[config.mk]
export PLATFORM = sky130hd
export DESIGN_NAME = msk_rnd_prng
export DESIGN_NICKNAME = d
export VERILOG_FILES = /design/src/rtl/msk_prng_pkg.sv /design/src/rtl/msk_lfsr_unroll.sv /design/src/rtl/msk_rnd_prng.sv
export SDC_FILE = /design/constraint.sdc
export NUM_CORES = 1
export LEC_CHECK = 0
export BUFFER_PORTS_ARGS = -buffer_cell sky130_fd_sc_hd__buf_2
export CAP_MARGIN = 10
export CORE_MARGIN = 3
export CORE_UTILIZATION = 50
export DETAILED_ROUTE_END_ITERATION = 8
export PLACE_DENSITY = 0.85
export SLEW_MARGIN = 10
export SYNTH_ARGS = -nofsm -noshare
export SYNTH_HDL_FRONTEND = slang
export SYNTH_HIERARCHICAL = 1
export SYNTH_SLANG_ARGS = --single-unit
[constraint.sdc]
create_clock -name clk -period 1.9 [get_ports clk]
set_input_delay 0.285 -clock clk [delete_from_list [all_inputs] [get_ports clk]]
set_output_delay 0.285 -clock clk [all_outputs]
set_load 0.01 [all_outputs]
[src/rtl/msk_prng_pkg.sv]
`default_nettype none
// ============================================================================
// Module      : msk_prng_pkg
// Description : Shared constants, FSM state type and single-step LFSR helper
//               for the masked-gadget randomness source.
//               LFSR_W     - state width (64)
//               TAP_*      - feedback tap positions of the maximal polynomial
//               ZERO_SUB   - substitute state loaded when the seed is zero
//               prng_state_e - IDLE / WARM / RUN
// Revision    : 1.0 - initial release
// ============================================================================
package msk_prng_pkg;

  localparam int LFSR_W = 64;

  localparam int TAP_A = 63;
  localparam int TAP_B = 62;
  localparam int TAP_C = 60;
  localparam int TAP_D = 59;

  // An all-zero state is the single lock-up point of the LFSR.
  localparam logic [LFSR_W-1:0] ZERO_SUB = 64'hF000_0000_0000_0000;

  typedef enum logic [1:0] {
    ST_IDLE = 2'd0,
    ST_WARM = 2'd1,
    ST_RUN  = 2'd2
  } prng_state_e;

  // One Fibonacci step: feedback enters at bit 0, so bit 0 is the newest bit.
  function automatic logic [LFSR_W-1:0] lfsr_step(input logic [LFSR_W-1:0] s);
    logic f;
    f = s[TAP_A] ^ s[TAP_B] ^ s[TAP_C] ^ s[TAP_D];
    return {s[LFSR_W-2:0], f};
  endfunction

endpackage
`default_nettype wire

[src/rtl/msk_lfsr_unroll.sv]
`default_nettype none
// ============================================================================
// Module      : msk_lfsr_unroll
// Description : Purely combinational N_RND-fold unrolled LFSR step.
// Ports       : state_i [63:0] - current LFSR state
//               state_o [63:0] - state after N_RND consecutive steps
// Parameters  : N_RND          - number of chained steps (1..64)
// Revision    : 1.0 - initial release
// ============================================================================
module msk_lfsr_unroll
  import msk_prng_pkg::*;
#(
  parameter int N_RND = 8
) (
  input  logic [LFSR_W-1:0] state_i,
  output logic [LFSR_W-1:0] state_o
);

  logic [LFSR_W-1:0] w_chain [0:N_RND];

  assign w_chain[0] = state_i;

  for (genvar i = 0; i < N_RND; i++) begin : g_step
    assign w_chain[i+1] = lfsr_step(w_chain[i]);
  end

  assign state_o = w_chain[N_RND];

endmodule
`default_nettype wire

[src/rtl/msk_rnd_prng.sv]
`default_nettype none
// ============================================================================
// Module      : msk_rnd_prng
// Description : Seeded 64-bit LFSR randomness source feeding the masked
//               refresh / multiplication gadgets. Accepts a seed over a
//               valid/ready handshake, warms up for WARM_CYCLES cycles, then
//               produces N_RND fresh bits per enabled cycle.
// Ports       : clk         in   clock, rising edge
//               rst_n       in   asynchronous active-low reset
//               seed        in   64-bit seed (zero is replaced by ZERO_SUB)
//               seed_valid  in   seed offered
//               seed_ready  out  seed accepted when seed_valid && seed_ready
//               en          in   request a new word (honoured in RUN only)
//               rnd_out     out  random word, 0 while rnd_valid is low
//               rnd_valid   out  rnd_out usable
//               reseed_req  out  reseed requested
// Config      : MSK_PRNG_RESEED_REQ_EN - compiles in the output-step counter
//               that raises reseed_req after 2^RESEED_LOG2 enabled steps;
//               when undefined reseed_req is tied 0.
// Revision    : 1.0 - initial release
// ============================================================================
module msk_rnd_prng
  import msk_prng_pkg::*;
#(
  parameter int N_RND       = 8,
  parameter int WARM_CYCLES = 16,
  parameter int RESEED_LOG2 = 20
) (
  input  logic              clk,
  input  logic              rst_n,
  input  logic [LFSR_W-1:0] seed,
  input  logic              seed_valid,
  output logic              seed_ready,
  input  logic              en,
  output logic [N_RND-1:0]  rnd_out,
  output logic              rnd_valid,
  output logic              reseed_req
);

  // Elaboration-time parameter legality.
  if (N_RND < 1 || N_RND > LFSR_W) begin : g_bad_n_rnd
    $error("msk_rnd_prng: N_RND must be in 1..64");
  end
  if (WARM_CYCLES < 1) begin : g_bad_warm
    $error("msk_rnd_prng: WARM_CYCLES must be >= 1");
  end
  if (RESEED_LOG2 < 1) begin : g_bad_reseed
    $error("msk_rnd_prng: RESEED_LOG2 must be >= 1");
  end

  localparam int              WCW         = $clog2(WARM_CYCLES + 1);
  localparam logic [WCW-1:0]  c_WARM_LAST = WCW'(WARM_CYCLES - 1);

  prng_state_e       state_q;
  logic [LFSR_W-1:0] s_q;
  logic [LFSR_W-1:0] s_adv_d;
  logic [WCW-1:0]    warm_cnt_q;
  logic              valid_q;
  logic              seed_ready_q;
  logic              w_seed_acc;

  msk_lfsr_unroll #(
    .N_RND (N_RND)
  ) u_unroll (
    .state_i (s_q),
    .state_o (s_adv_d)
  );

  assign w_seed_acc = seed_valid & seed_ready_q;

  always_ff @(posedge clk or negedge rst_n) begin
    if (!rst_n) begin
      state_q      <= ST_IDLE;
      s_q          <= ZERO_SUB;
      warm_cnt_q   <= '0;
      valid_q      <= 1'b0;
      seed_ready_q <= 1'b1;
    end else if (w_seed_acc) begin
      // A seed accepted in RUN overrides a concurrent en: load unstepped.
      state_q      <= ST_WARM;
      s_q          <= (seed == '0) ? ZERO_SUB : seed;
      warm_cnt_q   <= '0;
      valid_q      <= 1'b0;
      seed_ready_q <= 1'b0;
    end else begin
      case (state_q)
        ST_WARM: begin
          s_q        <= s_adv_d;
          warm_cnt_q <= warm_cnt_q + 1'b1;
          if (warm_cnt_q == c_WARM_LAST) begin
            state_q      <= ST_RUN;
            valid_q      <= 1'b1;
            seed_ready_q <= 1'b1;
          end
        end
        ST_RUN: begin
          if (en) begin
            s_q <= s_adv_d;
          end
        end
        default: begin
        end
      endcase
    end
  end

  assign seed_ready = seed_ready_q;
  assign rnd_valid  = valid_q;
  assign rnd_out    = valid_q ? s_q[N_RND-1:0] : '0;

`ifdef MSK_PRNG_RESEED_REQ_EN
  // MSB of the step counter doubles as the saturation flag and reseed_req.
  localparam int RCW = RESEED_LOG2 + 1;

  logic [RCW-1:0] rcnt_q;

  always_ff @(posedge clk or negedge rst_n) begin
    if (!rst_n) begin
      rcnt_q <= '0;
    end else if (w_seed_acc) begin
      rcnt_q <= '0;
    end else if (state_q == ST_RUN && en && !rcnt_q[RESEED_LOG2]) begin
      rcnt_q <= rcnt_q + 1'b1;
    end
  end

  assign reseed_req = rcnt_q[RESEED_LOG2];
`else
  assign reseed_req = 1'b0;
`endif

endmodule
`default_nettype wire
==> flow_metrics.tcl <==
set metrics [dict create \
    clock_latency_ns 0.36 \
    postCtsSetupRepairBufs 0 \
    final_common_cell "nand2_1" \
    cts_tree "built" \
    async_reset_ff_share_pct 100 \
    syn_to_final_growth_pct 6.11 \
    die_x_um 96.9 \
    cap_violations 0 \
    critPathBufInv 1 \
    hold_viol 0 \
    synth-main-ff-cell "dfrtp_1" \
    status "complete, no violations" \
    wl_per_cell_um 15.9 \
    power_leakage_nw 2.01 \
    diodes 0 \
    fin_crit_ns 1.74 \
    hp-class "in2reg" \
    route.antenna.remaining_nets 0 \
    die_area_um2 9400 \
    drt-initial-drc-count 234 \
    power_density_nw_per_um2 1860 \
    clockBufferDepth 2 \
    hpwl_um 7230 \
    final_cell_mix "nand2_1, buf_2, nor2_1" \
    setup_viol 0 \
    syn_nets 564 \
    synthDistinctLibCells 29 \
    grt_pass1_wl_um 16300 \
    antenna_found_initial 0 \
    dr.pass1.iters 5 \
    drive_gt1_share_pct 23.7 \
    clk_pin_slew_ns 0.09 \
    fp-row-count 32 \
    syn_avg_cell_area_um2 8.37 \
    final_cell_area_um2 4390 \
    synth_area_um2 4140 \
    cts_sinks 72 \
    drc 0 \
    synthCells 494 \
    wirelength_um 9810 \
    crit_chain "and3b_1 -> or3_4 -> buf_12 -> nor2_1 -> a31oi_1" \
    grtUsageTotal_pct 21.5 \
    worstPathArrival_ns 1.98 \
    ys_ff_latch 72 \
    die_y_um 96.9 \
    cts-root-buf "clkbuf_8" \
    fin_tns_setup_ns 0 \
    place_area_um2 4200 \
    fin_worst_skew_ns 0.0134 \
    crit_fanout 41 \
    synth_edf_count 0 \
    ys_seq_area_share_pct 43.7 \
    crit_type "reg2reg" \
    via_count 3413 \
    core-area_um2 7890 \
    cp-end-kind "flop" \
    cts_made_buffers 9 \
    crit_slowest_cell "or3_4" \
    drv_slew 0 \
    yosys_warnings 6 \
    grt-ovfl-total 0 \
    h-tree-depth 3 \
    irDropWorstVdd_mv 0.613 \
    place_congestion 0.862 \
    cpPeakStageDelay_ns 0.58 \
    utilization_pct 55.6 \
    grt_max_degree 73 \
    vias_per_cell 5.53 \
    grt_pass1_vias 3369 \
    critPathRequiredTime_ns 2.14 \
    portBuffers 77 \
    cp-start-kind "flop" \
    path_delay_family "simple AND/OR/NAND/NOR gates" \
    initial_core_util_pct 52.4 \
    period_share_pct 91.8 \
    pin_count 79 \
    fmax_mhz 573 \
    final_net_count 580 \
    rsz0062_at_grt "no" \
    nFillCells 716 \
]
worst reg2reg max path: stages (launching register included):
cell	delay (ns)
dfrtp_1	0.42
and3b_1	0.20
or3_4	0.58
buf_12	0.25
nor2_1	0.14
a31oi_1	0.06
logic make-up after synthesis:
| kind of cell | Yosys count | synth area share, % |
|---|---|---|
| and+or+nand+nor | 239 | 24.6 |
| buffers and inverters | 89 | 14.9 |
| DFF | 72 | 43.7 |
| AOI/OAI and AO/OA | 67 | 10.7 |
| xor gates and xnor gates | 23 | 5.05 |
| adders and majority gates | 2 | 0.605 |
| other | 1 | 0.0907 |
| muxes | 1 | 0.242 |
Yosys cell counts, types with 2 or more instances:
master,instances,share of area [%]
xor2_1,5,1.1
xnor2_1,17,3.6
a21oi_1,2,0.24
nor4_1,15,2.3
dfstp_2,5,3.2
buf_6,8,2.2
buf_2,8,0.97
buf_4,57,10
and2_1,9,1.4
nor3b_1,4,0.73
dfrtp_1,67,41
a211oi_2,4,1.2
nand4_1,5,0.76
clkbuf_1,15,1.4
ha_1,2,0.61
nor2_1,75,6.8
nand2_1,125,11
a31oi_1,60,9.1
registers in the layout (all words and copies together) (netlist names):
| signal | flops |
|---|---|
| state_q | 1 |
| s_q | 64 |
| warm_cnt_q | 5 |
| rnd_valid | 1 |
| seed_ready | 1 |
where the power goes:
part	total (mW)	switching (mW)	internal, mW
clock network	1.09	0.583	0.505
logic	3.99	2.22	1.77
registers	3.07	0.631	2.43
total	8.14	3.44	4.71
through the flow:
step / hold WS, ns / cells / power [mW] / setup WS [ns]
after global placement: 0.341 / 600 / 6.85 / -0.0563
final: 0.182 / 617 / 8.14 / 0.156
after floorplan: -0.0106 / 494 / 6.92 / 0.249
after global routing: 0.180 / 617 / 8.82 / 0.0460
after detailed placement: 0.343 / 600 / 7.05 / -0.0835
after CTS: 0.172 / 617 / 8.16 / 0.126
per-layer routing:
metal	up-vias	global-route usage (%)	share of wire, %
met5	-	0	0
met1	1649	27.9	43
li1	1625	-	-
met4	0	8.42	2.3
met3	18	4.83	5.9
met2	121	35.0	49
what timing repair did:
| action | in CTS | in global routing |
|---|---|---|
| hold buffers | 1 | 0 |
| gates resized for setup | 0 | 1 |
| endpoints found under the setup margin | 0 | 5 |
| endpoints found under the hold margin | 67 | 0 |
cell type report:
type,instances,area (um2),area share (%)
multi-input cells,333,1710,39.0
repair buffers,93,562,12.8
well taps,102,128,2.91
inverters,1,3.75,0.0855
flip-flops and latches,72,1810,41.2
clock inverters,5,32.5,0.741
clock buffers,11,141,3.22
worst paths after layout:
| check | startpoint | to | slack (ns) | cells past startpoint |
|---|---|---|---|---|
| worst max-delay path | rnd_valid | s_q[1] | 0.16 | 5 |
| min in group asynchronous | rst_n | s_q[3] | 0.50 | 3 |
| worst max register to register | rnd_valid | s_q[1] | 0.16 | 5 |
| worst min register to register | s_q[36] | s_q[44] | 0.54 | 2 |
| worst min-delay path | seed[3] | s_q[3] | 0.18 | 3 |
| max in group asynchronous | rst_n | seed_ready | 1.06 | 3 |
Power figures use the tool's default switching activity.
